<file path="src/rtl/ehgu_basic_pkg.sv">
// ----------------------------------------------------------------------------
// ehgu_basic_pkg
//
// Shared types and helpers for the ehgu FIFO family.
//
//   arb_state_t : two-state burst arbiter FSM encoding (IDLE, BURST)
//   rr_pick()   : round-robin search over a request vector, starting one
//                 above the previously granted index and wrapping at nreq
//
// rr_pick works on a fixed-width container of RR_MAX_REQ bits. Callers with
// fewer requesters zero-extend their vectors and pass their real requester
// count, so one function serves every NREQ from 2 to RR_MAX_REQ.
// ----------------------------------------------------------------------------
package ehgu_basic_pkg;

    typedef enum logic [0:0] {
        IDLE  = 1'b0,
        BURST = 1'b1
    } arb_state_t;

    localparam int RR_MAX_REQ = 16;
    localparam int RR_IDX_W   = 4;

    // Returns the first set bit of req found by walking (last+1), (last+2), ...
    // modulo nreq. When no bit is set the previous index is returned; callers
    // qualify the result with their own any-request flag.
    function automatic logic [RR_IDX_W-1:0] rr_pick(
        input logic [RR_MAX_REQ-1:0] req,
        input logic [RR_IDX_W-1:0]   last,
        input int                    nreq
    );
        logic [RR_IDX_W-1:0] pick;
        logic                found;
        int                  idx;
        pick  = last;
        found = 1'b0;
        for (int k = 1; k <= RR_MAX_REQ; k++) begin
            idx = (int'(last) + k) % nreq;
            if (!found && (k <= nreq) && req[RR_IDX_W'(idx)]) begin
                pick  = RR_IDX_W'(idx);
                found = 1'b1;
            end
        end
        return pick;
    endfunction

endpackage

</file>
<file path="src/rtl/ehgu_rr_arbiter.sv">
// ----------------------------------------------------------------------------
// ehgu_rr_arbiter
//
// Purely combinational round-robin selector. Shared by the write-port
// arbiter and any read-side scheduler that needs the same fairness rule.
//
// Parameters:
//   NREQ    number of requesters (2..16)
// Ports:
//   req     in   NREQ  request vector
//   last    in   IDW   index granted last time; search starts one above it
//   grant   out  IDW   winning index (meaningful only when any_req is high)
//   any_req out  1     at least one request bit is set
// ----------------------------------------------------------------------------
module ehgu_rr_arbiter
    import ehgu_basic_pkg::*;
#(
    parameter  int NREQ = 4,
    localparam int IDW  = $clog2(NREQ)
) (
    input  logic [NREQ-1:0] req,
    input  logic [IDW-1:0]  last,
    output logic [IDW-1:0]  grant,
    output logic            any_req
);

    logic [RR_MAX_REQ-1:0] req_ext;
    logic [RR_IDX_W-1:0]   last_ext;
    logic [RR_IDX_W-1:0]   pick;

    always_comb begin
        req_ext              = '0;
        req_ext[NREQ-1:0]    = req;
        last_ext             = '0;
        last_ext[IDW-1:0]    = last;
        pick                 = rr_pick(req_ext, last_ext, NREQ);
        grant                = IDW'(pick);
        any_req              = |req;
    end

endmodule

</file>
<file path="src/rtl/ehgu_fifo_wr_arbiter.sv">
// ----------------------------------------------------------------------------
// ehgu_fifo_wr_arbiter
//
// Shares the single write port of a synchronous ehgu FIFO between NREQ
// requesters. A round-robin winner is granted a burst of up to MAX_BURST
// beats; the burst ends early on req_last or when en drops. The FIFO level
// is tracked here from accepted writes and consumer pops, and all requesters
// are back-pressured while the FIFO is full.
//
// Parameters:
//   NREQ       number of requesters (2..16)
//   WIDTH      data bits per beat
//   DEPTH      FIFO depth in entries (>= 2, any value)
//   CWIDTH     level counter width, 2**CWIDTH > DEPTH
//   MAX_BURST  beats per grant (>= 1)
// Ports:
//   clk, rstn         clock, asynchronous active-low reset
//   en                arbitration enable
//   req_valid/_data/_last, req_ready   per-requester beat handshake
//   fifo_din_valid, fifo_din           FIFO write strobe and data
//   fifo_pop          one entry consumed by the FIFO reader
//   grant_id          current or most recent grant
//   level, full, empty                 FIFO occupancy
//   err_underflow     sticky: pop seen while level was 0
// ----------------------------------------------------------------------------
module ehgu_fifo_wr_arbiter
    import ehgu_basic_pkg::*;
#(
    parameter  int NREQ      = 4,
    parameter  int WIDTH     = 8,
    parameter  int DEPTH     = 128,
    parameter  int CWIDTH    = 8,
    parameter  int MAX_BURST = 4,
    localparam int IDW       = $clog2(NREQ),
    localparam int BCW       = $clog2(MAX_BURST + 1)
) (
    input  logic                   clk,
    input  logic                   rstn,
    input  logic                   en,
    input  logic [NREQ-1:0]        req_valid,
    input  logic [NREQ*WIDTH-1:0]  req_data,
    input  logic [NREQ-1:0]        req_last,
    output logic [NREQ-1:0]        req_ready,
    output logic                   fifo_din_valid,
    output logic [WIDTH-1:0]       fifo_din,
    input  logic                   fifo_pop,
    output logic [IDW-1:0]         grant_id,
    output logic [CWIDTH-1:0]      level,
    output logic                   full,
    output logic                   empty,
    output logic                   err_underflow
);

    // ------------------------------------------------------------------
    // State
    // ------------------------------------------------------------------
    arb_state_t          state_reg,      state_next;
    logic [IDW-1:0]      grant_id_reg,   grant_id_next;
    logic [IDW-1:0]      last_grant_reg, last_grant_next;
    logic [BCW-1:0]      beat_cnt_reg,   beat_cnt_next;
    logic [CWIDTH-1:0]   level_reg,      level_next;
    logic                err_underflow_reg, err_underflow_next;

    // ------------------------------------------------------------------
    // Per-requester data lanes
    // ------------------------------------------------------------------
    logic [WIDTH-1:0]    req_data_arr [NREQ];

    generate
        for (genvar gi = 0; gi < NREQ; gi++) begin : g_lane
            assign req_data_arr[gi] = req_data[gi*WIDTH +: WIDTH];
        end
    endgenerate

    // ------------------------------------------------------------------
    // Round-robin selection
    // ------------------------------------------------------------------
    logic [IDW-1:0]      rr_grant;
    logic                rr_any;

    ehgu_rr_arbiter #(
        .NREQ    (NREQ)
    ) u_rr (
        .req     (req_valid),
        .last    (last_grant_reg),
        .grant   (rr_grant),
        .any_req (rr_any)
    );

    // ------------------------------------------------------------------
    // Occupancy decode (from registered level only, so fifo_pop never
    // reaches req_ready combinationally)
    // ------------------------------------------------------------------
    logic full_int;
    logic empty_int;

    assign full_int  = (level_reg == CWIDTH'(DEPTH));
    assign empty_int = (level_reg == '0);

    // ------------------------------------------------------------------
    // Output decode
    // ------------------------------------------------------------------
    logic can_accept;
    logic accept;
    logic burst_done;

    always_comb begin
        can_accept     = (state_reg == BURST) && en && !full_int;
        accept         = can_accept && req_valid[grant_id_reg];
        fifo_din_valid = accept;
        fifo_din       = req_data_arr[grant_id_reg];
    end

    generate
        for (genvar gi = 0; gi < NREQ; gi++) begin : g_ready
            assign req_ready[gi] = can_accept && (grant_id_reg == IDW'(gi));
        end
    endgenerate

    // The beat being accepted now is the last one the grant allows.
    assign burst_done = (beat_cnt_reg == BCW'(MAX_BURST - 1));

    // ------------------------------------------------------------------
    // Next-state logic
    // ------------------------------------------------------------------
    always_comb begin
        state_next      = state_reg;
        grant_id_next   = grant_id_reg;
        last_grant_next = last_grant_reg;
        beat_cnt_next   = beat_cnt_reg;
        case (state_reg)
            IDLE: begin
                if (en && !full_int && rr_any) begin
                    state_next    = BURST;
                    grant_id_next = rr_grant;
                    beat_cnt_next = '0;
                end
            end
            BURST: begin
                if (accept) begin
                    beat_cnt_next = beat_cnt_reg + BCW'(1);
                end
                // A stalled or idle requester keeps the grant; only last,
                // burst length or en low release it.
                if (!en || (accept && (req_last[grant_id_reg] || burst_done))) begin
                    state_next      = IDLE;
                    last_grant_next = grant_id_reg;
                end
            end
            default: begin
                state_next = IDLE;
            end
        endcase
    end

    // ------------------------------------------------------------------
    // Level counter and underflow flag
    // ------------------------------------------------------------------
    logic pop_eff;

    always_comb begin
        pop_eff            = fifo_pop && !empty_int;
        level_next         = level_reg + CWIDTH'(accept) - CWIDTH'(pop_eff);
        err_underflow_next = err_underflow_reg || (fifo_pop && empty_int);
    end

    // ------------------------------------------------------------------
    // Registers
    // ------------------------------------------------------------------
    always_ff @(posedge clk or negedge rstn) begin
        if (!rstn) begin
            state_reg         <= IDLE;
            grant_id_reg      <= '0;
            last_grant_reg    <= IDW'(NREQ - 1);
            beat_cnt_reg      <= '0;
            level_reg         <= '0;
            err_underflow_reg <= 1'b0;
        end else begin
            state_reg         <= state_next;
            grant_id_reg      <= grant_id_next;
            last_grant_reg    <= last_grant_next;
            beat_cnt_reg      <= beat_cnt_next;
            level_reg         <= level_next;
            err_underflow_reg <= err_underflow_next;
        end
    end

    assign grant_id      = grant_id_reg;
    assign level         = level_reg;
    assign full          = full_int;
    assign empty         = empty_int;
    assign err_underflow = err_underflow_reg;

endmodule

</file>
<file path="config.mk">
export PLATFORM = sky130hd
export DESIGN_NAME = ehgu_fifo_wr_arbiter
export DESIGN_NICKNAME = d
export VERILOG_FILES = /design/src/rtl/ehgu_basic_pkg.sv /design/src/rtl/ehgu_rr_arbiter.sv /design/src/rtl/ehgu_fifo_wr_arbiter.sv
export SDC_FILE = /design/constraint.sdc
export NUM_CORES = 1
export LEC_CHECK = 0
export ABC_AREA = 1
export CAP_MARGIN = 20
export CORE_MARGIN = 2
export CORE_UTILIZATION = 41
export DETAILED_ROUTE_END_ITERATION = 12
export PLACE_DENSITY = 0.87
export SLEW_MARGIN = 40
export SYNTH_ARGS = -nofsm -noshare
export SYNTH_HDL_FRONTEND = slang
export SYNTH_SLANG_ARGS = --single-unit
</file>
<file path="constraint.sdc">
create_clock -name clk -period 3.2 [get_ports clk]
set_clock_uncertainty 0.1 [all_clocks]
set_input_delay 0.8 -clock clk [delete_from_list [all_inputs] [get_ports clk]]
set_output_delay 0.8 -clock clk [all_outputs]
set_load 0.02 [all_outputs]
</file>
======== Word-level counts from Yosys, hierarchy flattened ========
Index checks and enable logic that the tools add are counted.
storage, ports and cells
  logic and storage cells ................. 98
  output and inout port bits .............. 26
  bits in registers ....................... 17
cells by class
  reductions and logical operators ........ 34
  add/subtract/negate cells ............... 7
  muxes and demuxes ....................... 32
  bitwise gates (word level) .............. 6
  equal/unequal tests ..................... 7
  order comparisons ....................... 6
operators with widths
  operator                                                                number
  3-bit by 6-bit < comparator with 1-bit output (second input constant)   4
  8-bit binary-select mux with 2-bit select                               1
  8-bit two-way mux                                                       2
  1-bit logical AND                                                       15
  1-bit two-way mux                                                       15
  1-bit binary-select mux with 3-bit select                               4
  8-bit by 1-bit adder with 8-bit output                                  1
  8-bit equality test (second input constant)                             1
  8-bit zero test                                                         1
  2-bit two-way mux                                                       4
  2-bit OR reduction                                                      4
  8-bit by 1-bit subtractor with 8-bit output                             1
  1-bit zero test                                                         6
  3-bit two-way mux                                                       2
  3-bit one-hot mux with 2 select lines                                   1
  2-bit AND reduction                                                     3
  2-bit by 1-bit adder with 2-bit output (second input constant)          2
  2-bit adder (second input constant)                                     2
  1-bit bitwise AND (first input constant)                                4
  1-bit binary-select mux with 2-bit select                               2
  2-bit equality test (second input constant)                             2
  4-bit OR reduction                                                      1
  3-bit by 1-bit adder with 3-bit output (second input constant)          1
  3-bit by 2-bit equality test with 1-bit output (second input constant)  1
  10 further kinds                                                        12

======== Depth between registers and ports, before layout ========
  word-level depth ........................ 16
  depth in mapped cells ................... 17
  gate-level depth less buffers ........... 17

======== Hierarchy ========
Synthesis repeated with hierarchy kept, for this count alone.
second synthesis, totals
  cells, all modules ...................... 219
  area total of the unflattened synthesis .. 1,629.1 µm²
modules (own cells, without submodules)
  module                instances  area an instance (µm²)  seq. area each (µm²)  cells each
  ehgu_fifo_wr_arbiter  1          1,375.1                 427.9                 175
  ehgu_rr_arbiter       1          254.0                   0.0                   44

======== Worst setup path before layout ========
OpenSTA, ideal clock, no wires.
  path kind ............................... reg2reg
  start point ............................. register level_reg[2], in the netlist level[2]
  end point ............................... register level_reg[6], in the netlist level[6]
  path slack .............................. 494 ps
  setup time .............................. 116 ps
  cell stages (with the launch flop) ...... 15
  data arrival time ....................... 2,490 ps
  path through ............................ dfrtp_1 inv_1 ha_1 nand4_1 nand3_1 nor2_8 ha_1 inv_1 fa_1 o21ai_0 nand2_1 nand2_1 a21oi_1 nand2_1 nand2_1
on the way
  longest elaborated chain between the ends .. 6
ends and longest elaborated chain
  element                                      line                         RTL
  from (decl)                                  ehgu_fifo_wr_arbiter.sv:61   logic [CWIDTH-1:0] level_reg, level_next;
  from (signal assigned)                       ehgu_fifo_wr_arbiter.sv:183  level_reg <= level_next;
  8-bit equality test                          ehgu_fifo_wr_arbiter.sv:97   assign full_int = (level_reg == CWIDTH'(DEPTH));
  1-bit zero test                              ehgu_fifo_wr_arbiter.sv:108  can_accept = (state_reg == BURST) && en && !full_int;
  1-bit logical AND                            ehgu_fifo_wr_arbiter.sv:108
  1-bit logical AND                            ehgu_fifo_wr_arbiter.sv:109  accept = can_accept && req_valid[grant_id_reg];
  via fifo_din_valid                           ehgu_fifo_wr_arbiter.sv:44   output logic fifo_din_valid,
  8-bit by 1-bit adder with 8-bit output       ehgu_fifo_wr_arbiter.sv:163  level_next = level_reg + CWIDTH'(accept) - CWIDTH'(pop_eff);
  8-bit by 1-bit subtractor with 8-bit output  ehgu_fifo_wr_arbiter.sv:163
  via level_next[6]                            ehgu_fifo_wr_arbiter.sv:61
The timed path passes the listed nets, and every way through them passes these cells.
A chain may end at the register's enable or synchronous reset.

======== Final worst setup path ========
  start point ............................. input port en
  end point ............................... output port fifo_din_valid
on the way
  longest elaborated chain between the ends .. 3
ends and longest elaborated chain
  element                          line                         RTL
  from (decl)                      ehgu_fifo_wr_arbiter.sv:39   input logic en,
  1-bit logical AND (2 in series)  ehgu_fifo_wr_arbiter.sv:108
  1-bit logical AND                ehgu_fifo_wr_arbiter.sv:109
  to (decl)                        ehgu_fifo_wr_arbiter.sv:44
No other way between the ends.

==> summary.txt <==
Layout
  – Layout Cell Area excl Fill: 2330 um2
  – Final core occ: 0.681
  – Antenna diodes: 0
  – Net total in the final layout: 352
  – Post-route insts no fill: 338
  – Share of layout cells above drive strength 1: 0.0925
  – Fill cells: 292
  – Area Overhead vs Synth: 55.8%
  – Largest register FFs: 8

Synth
  – Number of synthesized flops with an enable pin: 0
  – Sequential area share after synthesis: 0.286
  – Top_reg_cell synth: dfrtp_1
  – Cell taking the most area after synthesis: dfrtp_1
  – Syn Area/Cell: 7.08 um2
  – Post-Syn Instances: 211
  – Synthesized Nets: 270
  – Post-synth top area share: 0.251
  – Ys async rst share: 1.00
  – Synth top area cells: dfrtp_1, nand2_1, ha_1
  – Cell variety after synth: 25
  – Most frequent cells after synthesis: nand2_1, inv_1, a22oi_1, dfrtp_1
  – #FFs+latches synth: 17
  – Mapped Area: 1490 um2
  – Most frequent cell after synthesis: nand2_1
  – Yosys warnings: 0

Worst setup path
  – Arrival @ worst endpoint: 2090 ps
  – Slowest cell on crit path: clkdlybuf4s50_1
  – FF-to-FF Start: level[3]$_DFF_PN0_
  – Startpoint Class: input pin
  – Crit path max-delay family: buffers and inverters
  – CP max FO: 5
  – Crit-path max cell delay: 480 ps
  – Setup CP Type: in -> out
  – FF-to-FF path depth: 15
  – Cell Chain, Critical Path: clkdlybuf4s50_1, nand3_1, buf_4, nor2_8, dlygate4sd2_1
  – Required time of the worst setup path: 2300 ps
  – R2R Setup Slk: 420 ps
  – Bufs and invs on worst path: 3
  – CP endpoint kind: output pin
  – Worst flop-to-flop path endpoint: level[6]$_DFF_PN0_

Clocking
  – Clock net sink count: 17
  – Skew-Pair Late Insertion Delay: 300 ps
  – CTS buffer count: 3
  – Clk pin slew, worst setup/hold paths: 100 ps
  – H-tree level count: 1
  – CTS Hold Buffers Added: 0
  – Clk root buf: clkbuf_4
  – Post-cts resize count: 3
  – CTS tree: done
  – Clock tree buffer depth: 2
  – Setup Fix Bufs, Post-CTS: 0

Floorplanning
  – Row cnt: 21
  – DIE HEIGHT: 64.4 um
  – Boundary Pins: 70
  – Core area: 3420 um2
  – Die Footprint: 4140 um2
  – Initial core utilization: 0.437
  – Chip Width: 64.4 um

STA
  – Max Slew Vio Count: 0
  – Final setup fails: 0
  – Hold Slack: 304 ps
  – Setup TNS: 0 ps
  – Min Clock Period, post-route: 2990 ps
  – Tightest Pin Transition: 402 ps
  – Max Clk Rate: 0.335 GHz
  – RSZ-0062 raised after global routing: false
  – Relative slew slack: 0.732
  – Fin crit share: 0.933
  – Final Hold Viols: 0
  – Worst Setup Slack, final: 215 ps

Status
  – Status: finished clean

Detailed routing
  – Routed vias/inst: 4.97
  – DRT iter0 DRCs: 40
  – 1st-pass router iterations: 4
  – Routed WL per cell: 11.8 um
  – Vias: 1681
  – # DRC: 0
  – Post-route ant nets: 0
  – Drt total wl: 3970 um

Power and ir drop
  – Seq pwr share: 0.209
  – NetSw: 1.10 mW
  – Leak: 1.24 nW
  – Internal cell power: 1.10 mW
  – Worst vdd ir: 0.000629 V
  – Power Dens Cells: 945 nW/um2
  – Clk pwr share: 0.054
  – Switching Fraction: 0.500
  – Combinational share of power: 0.738
  – Total Power: 2.20 mW

Placement
  – Dpl hpwl: 3140 um
  – Final RePlAce weighted congestion: 0.844
  – DP Area: 2300 um2
  – Inst Count DP: 334
  – Post-placement setup slack: -63.5 ps
  – Port bufs: 69

Worst hold path
  – Hold Crit Class: in -> async

GRT
  – Vias in the first global route: 1584
  – Global-route usage over all layers: 0.194
  – Pin count of the biggest net entering global routing: 18
  – Initial antenna violation count: 0
  – First-pass GRT wire length: 6420 um
  – Total grt overflow: 0

Job
  – MaxCap Viol Count: 0
==> placed cells by master (no fill, tap or decap), drive strengths merged <==
| master | netlist | routed |
|---|---|---|
| nand2 | 77 | 77 |
| clkdlybuf4s50 | 0 | 63 |
| inv | 33 | 33 |
| a22oi | 15 | 15 |
| dfrtp | 15 | 15 |
| nand3 | 14 | 14 |
| ha | 14 | 14 |
| buf | 2 | 11 |
| nor2 | 11 | 11 |
| nand4 | 6 | 6 |
| a21oi | 6 | 6 |
| o21ai | 6 | 6 |
| xor2 | 4 | 4 |
| clkbuf | 0 | 4 |
| dlygate4sd2 | 0 | 3 |
| xnor2 | 2 | 2 |
| nor3 | 2 | 2 |
| dfstp | 2 | 2 |
| dlymetal6s2s | 0 | 2 |
| a21o | 1 | 1 |
| fa | 1 | 1 |
==> power by group through the flow <==
| stage | Sequential (mW) | Combinational [mW] | Clock, mW |
|---|---|---|---|
| after floorplan | 0.499 | 1.02 | 0 |
| after global placement | 0.460 | 1.60 | 0 |
| after detailed placement | 0.461 | 1.63 | 0 |
| after CTS | 0.458 | 1.64 | 0.123 |
| after global routing | 0.476 | 1.79 | 0.131 |
| final | 0.459 | 1.62 | 0.119 |
==> kinds of logic after synthesis <==
| kind of cell | synth area share |
|---|---|
| flops | 0.286 |
| xor+xnor | 0.0352 |
| fa+ha+maj | 0.131 |
| compound gates | 0.121 |
| buf+inv | 0.0913 |
| simple gates | 0.336 |
==> worst max-delay path by stage <==
stage          cells past startpoint  slack [ps]                 end                from
2_1_floorplan                     14         490  level[6]$_DFF_PN0_  level[2]$_DFF_PN0_
3_3_place_gp                       5         -50      fifo_din_valid                  en
3_5_place_dp                       5         -60        req_ready[1]                  en
4_1_cts                            4         0.3        req_ready[2]                  en
5_1_grt                            5         120      fifo_din_valid                  en
6_report                           5         210      fifo_din_valid                  en
==> per-layer routing <==
layer / up-vias / GRT usage / part of all wire
met4: 0 / 0.0745 / 0.015
li1: 851 / - / -
met5: - / 0 / 0
met1: 748 / 0.205 / 0.40
met3: 5 / 0.0528 / 0.11
met2: 77 / 0.362 / 0.47
==> layout make-up <==
class / count / area [um2] / share of cell area
Multi-Input combinational cell: 159 / 930 / 0.399
Timing Repair Buffer: 79 / 762 / 0.327
Sequential cell: 17 / 428 / 0.184
Inverter: 33 / 124 / 0.0532
Tap cell: 46 / 57.6 / 0.0247
Clock buffer: 4 / 26.3 / 0.0113
(Power assumes the default switching activity.)
==> patch 1, RTL diff (same settings) <==
Change the parameter `MAX_BURST` from 4 to 2.
--- a/src/rtl/ehgu_fifo_wr_arbiter.sv
+++ b/src/rtl/ehgu_fifo_wr_arbiter.sv
@@ -31,5 +31,5 @@
     parameter  int DEPTH     = 128,
     parameter  int CWIDTH    = 8,
-    parameter  int MAX_BURST = 4,
+    parameter  int MAX_BURST = 2,
     localparam int IDW       = $clog2(NREQ),
     localparam int BCW       = $clog2(MAX_BURST + 1)
Behaviour: not the same (Yosys sat finds a counterexample within 4 cycles, from zero or initial values and one cycle with rstn low).
==> patch 1 against the unedited design <==
  * Worst hold slack better by 11 ps
  * Die area fell by 2.9%
  * Power fell by 0.85%
  * Area after synthesis decreased by 3.1%
  * Routed wire length up 6.2%
  * Register-to-register slack got worse by 40 ps
  * Final area down 2.5%
  * Sequential share of layout area fell by 0.64 points
  * Setup slack lost 24 ps
  * Sequential cell count shrank 1
  * Synthesized cell count down 0.95%
  * Largest cell class unchanged
==> patch 1: results (changes against the unedited design) <==
Slowest cell on crit path dfrtp_1; status complete, no violations; WP data arrival 2110 ps (+20 ps); synthesized area per cell 6.93 um2 (-2.2%); nonclk buf count 77 (-2.5%); layout cell share with drive strength beyond 1 9.72% (+0.48 points); WL per Instance 12.6 um (+7.5%); Final nets 347 (-1.4%); multi-input logic area 906 um2 (-2.6%); register area share after synthesis 27.8% (-0.81 points); Final Wtd Congestion 0.851 (+0.77%); Netlist cell types 23 (-8.0%); Worst Setup EP fifo_din[5]; DP HPWL 3610 um (+15%); CP peak stage delay 660 ps (+180 ps); IR drop worst, VDD 0.687 mV (+9.2%); cell leakage power 0.00117 uW (-5.3%); Seq area share 17.8% (-0.64 points); clock network area share 1.60% (+0.47 points); largest fanout on the critical path 10 (+5); hold slack final 315 ps (+11.5 ps); pin count of the biggest net entering global routing 17 (-1); Synth Register Bits 16 (-1); Vias 1,663 (-1.1%); beginning of the critical path grant_id[0]$_DFFE_PN0P_; Synthesized Nets 267 (-1.1%)
==> patch 1: what timing repair did <==
action                     in CTS  in global routing
cloned                          0                  0
hold buffers                    0                  0
gates resized for setup         4                  1
setup endpoints to repair       4                  1
==> patch 1: per-stage QoR <==
step / cells / TNS [ps] / setup WS (ps)
after floorplan: 209 / 0 / 547
final: 334 / 0 / 191
after global routing: 334 / 0 / 25.1
after detailed placement: 330 / -206 / -73.5
after global placement: 330 / -19.6 / -11.4
after CTS: 334 / 0 / 19.2
==> patch 1: kinds of logic (layout without fill, tap and decap cells) <==
family                   after synthesis  in the layout  share of synthesized area, %
AND/OR/NAND/NOR                      110            110                          34.2
buffers and inverters                 35            114                          9.59
AO/OA/AOI/OAI                         28             28                          12.1
flip-flops                            16             16                          27.8
adder cells (fa/ha/maj)               14             14                          12.6
XOR/XNOR                               6              6                          3.63
==> patch 1: worst reg2reg max path: stages (launching register included) <==
cell	delay, ps
dfrtp_1	660
nand2_1	160
inv_2	210
nand2_2	70
nand2_2	70
nor2_2	50
nor2_4	90
ha_1	210
inv_1	70
fa_1	390
o21ai_0	280
nand2_1	90
nand2_1	70
nand2_1	50
nand2_1	60
xor2_1	150
==> patch 1: layer usage <==
metal	part of all wire [%]	wire length [um]	track usage (%)	vias up
met5	0	0	0	-
met4	0.24	10	3.53	0
met3	7.6	321	3.75	2
met2	50	2110	41.1	58
met1	42	1780	27.5	766
li1	-	-	-	837
==> patch 1: power by group through the flow <==
stage	registers [uW]	logic, uW	clock network, uW
5_1_grt	468	1800	147
4_1_cts	449	1620	134
3_5_place_dp	451	1620	0
6_report	447	1600	130
2_1_floorplan	479	1000	0
3_3_place_gp	448	1570	0
==> patch 2, RTL diff (same settings) <==
Without the edit above. Register the output `err_underflow` once more, without a reset; this adds one clock of latency there. The other outputs are not delayed to match.
--- a/src/rtl/ehgu_fifo_wr_arbiter.sv
+++ b/src/rtl/ehgu_fifo_wr_arbiter.sv
@@ -190,5 +190,7 @@
     assign full          = full_int;
     assign empty         = empty_int;
-    assign err_underflow = err_underflow_reg;
+    always_ff @(posedge clk) begin
+        err_underflow <= err_underflow_reg;
+    end
 
 endmodule
Function: changed (a bounded check fails within 4 cycles, from zero or initial values and one cycle with rstn low).
==> patch 2 against the unedited design <==
  * Setup slack lost 160 ps
  * Critical path depth shrank 1
  * Final area grew 1.8%
  * Sequential cell count grew 1
  * Routed wire length grew 4.6%
  * Critical path type unchanged
  * Area after synthesis grew 1.3%
  * Count of clock-buffer cells in the layout is the same
  * Power grew 4.6%
==> patch 2: results (changes against the unedited design) <==
cells taking the most area after synthesis dfrtp_1, nand2_1, ha_1; FF-to-FF Start level[2]$_DFF_PN0_; WHS Path Cells 0; H-tree lvl count 1 (unchanged); Clk Tree Root Cell clkbuf_8; first-pass GRT wire length 6740 um (+5.0%); Fillers 326 (+12%); WL per Instance 12.2 um (+4.0%); compound-cell area share of the yosys netlist 11.9% (-0.16 points); 1st-iter DRT viols 25 (-38%); R2R setup slack 410 ps; cell leakage power 0.00123 uW (-0.48%); Clk Latency, worst-skew pair 250 ps (-50 ps); final hold viol count 0 (unchanged); Slew HR 73.4% (+0.24 points); GRT Total Usage 19.8% (+0.40 points); layout cell share with drive strength beyond 1 9.25% (unchanged); worst hold path type reg -> reg; adder-cell share of the synthesized area 12.9% (-0.17 points); DP HPWL 3320 um (+5.7%); Area after DPL 2320 um2 (+0.65%); Post-CTS Setup Bufs 0 (unchanged); Synthesized Nets 271 (+0.37%); Final Wtd Congestion 0.790 (-6.5%); asr flop ratio synth 94.4% (-5.6 points); register area share after synthesis 29.6% (+0.94 points); PortBufs 69 (unchanged); Synth Area in XOR/XNOR 3.47% (-0.047 points); IR drop worst, VDD 0.615 mV (-2.3%); Worst R2R Path Depth 15 (unchanged); fin crit share 98.1% (+4.9 points); WP data arrival 2240 ps (+150 ps); status complete, no violations; vias in the first global route 1,631 (+3.0%); hold slack final 282 ps (-22.1 ps); Netlist cell types 26 (+4.0%); Net Sw Frac 48.7% (-1.4 points); largest fanout on the critical path 4 (-1); Clock Pin Slew Worst Setup and Hold Paths 60 ps (-40 ps); Vias 1,676 (-0.30%)
-- patch 2: cell count changes in the layout (fill, tap and decap cells not counted), sizes merged --
cell           unedited run  this run
clkdlybuf4s50            63        65
buf                      11        10
dfxtp                     0         1
dlygate4sd2               3         2
dlymetal6s2s              2         1
-- patch 2: power groups by stage --
| stage | Clock [uW] | Sequential, uW | Combinational (uW) |
|---|---|---|---|
| 2_1_floorplan | 0 | 517 | 1020 |
| 3_3_place_gp | 0 | 478 | 1590 |
| 3_5_place_dp | 0 | 485 | 1630 |
| 4_1_cts | 188 | 482 | 1650 |
| 5_1_grt | 199 | 499 | 1830 |
| 6_report | 183 | 479 | 1640 |
-- patch 2: worst max-delay path: stages --
cell	delay (ps)
clkdlybuf4s50_1	470
nand3_1	150
nor2_1	190
clkdlybuf4s50_1	630
-- patch 2: area by class of cell --
cell class	count	share of cell area, %
Sequential cell	18	18.9
Inverter	33	5.23
Tap cell	48	2.53
Clock buffer	4	2.32
Timing Repair Buffer	78	31.8
Multi-Input combinational cell	159	39.2
-- patch 2: how the worst max path moves through the flow --
stage / from / to / slack, ps / cells past startpoint
2_1_floorplan: level[2]$_DFF_PN0_ / level[6]$_DFF_PN0_ / 490 / 14
5_1_grt: en / req_ready[0] / 20 / 4
4_1_cts: en / req_ready[2] / 20 / 4
3_3_place_gp: req_valid[1] / fifo_din_valid / -20 / 6
6_report: en / req_ready[3] / 60 / 4
3_5_place_dp: req_valid[1] / fifo_din_valid / -30 / 6
-- patch 2: logic make-up (layout without fill, tap and decap cells) --
| group | Yosys count | after routing |
|---|---|---|
| buffers and inverters | 35 | 115 |
| AO/OA/AOI/OAI | 28 | 28 |
| flip-flops | 18 | 18 |
| adder cells (fa/ha/maj) | 15 | 15 |
| AND/OR/NAND/NOR | 110 | 110 |
| XOR/XNOR | 6 | 6 |
-- patch 2: stage by stage --
stage	setup slack, ps	std cells
2_1_floorplan	494	212
3_3_place_gp	-18.4	336
3_5_place_dp	-27.1	336
4_1_cts	19.2	340
5_1_grt	15.9	340
6_report	59.3	340
-- patch 2: what timing repair did --
item	4_1_cts	5_1_grt
setup endpoints to repair	2	1
hold endpoints to repair	0	0
gates cloned	0	0
hold buffers	0	0
pin swaps	0	0
resized for setup	2	1
-- patch 2: metal layers --
metal / vias to the layer above / part of all wire [%] / global-route usage [%]
li1: 849 / - / -
met1: 757 / 39 / 21.1
met2: 63 / 49 / 38.4
met3: 7 / 10 / 4.51
met4: 0 / 1.3 / 5.32
met5: - / 0 / 0
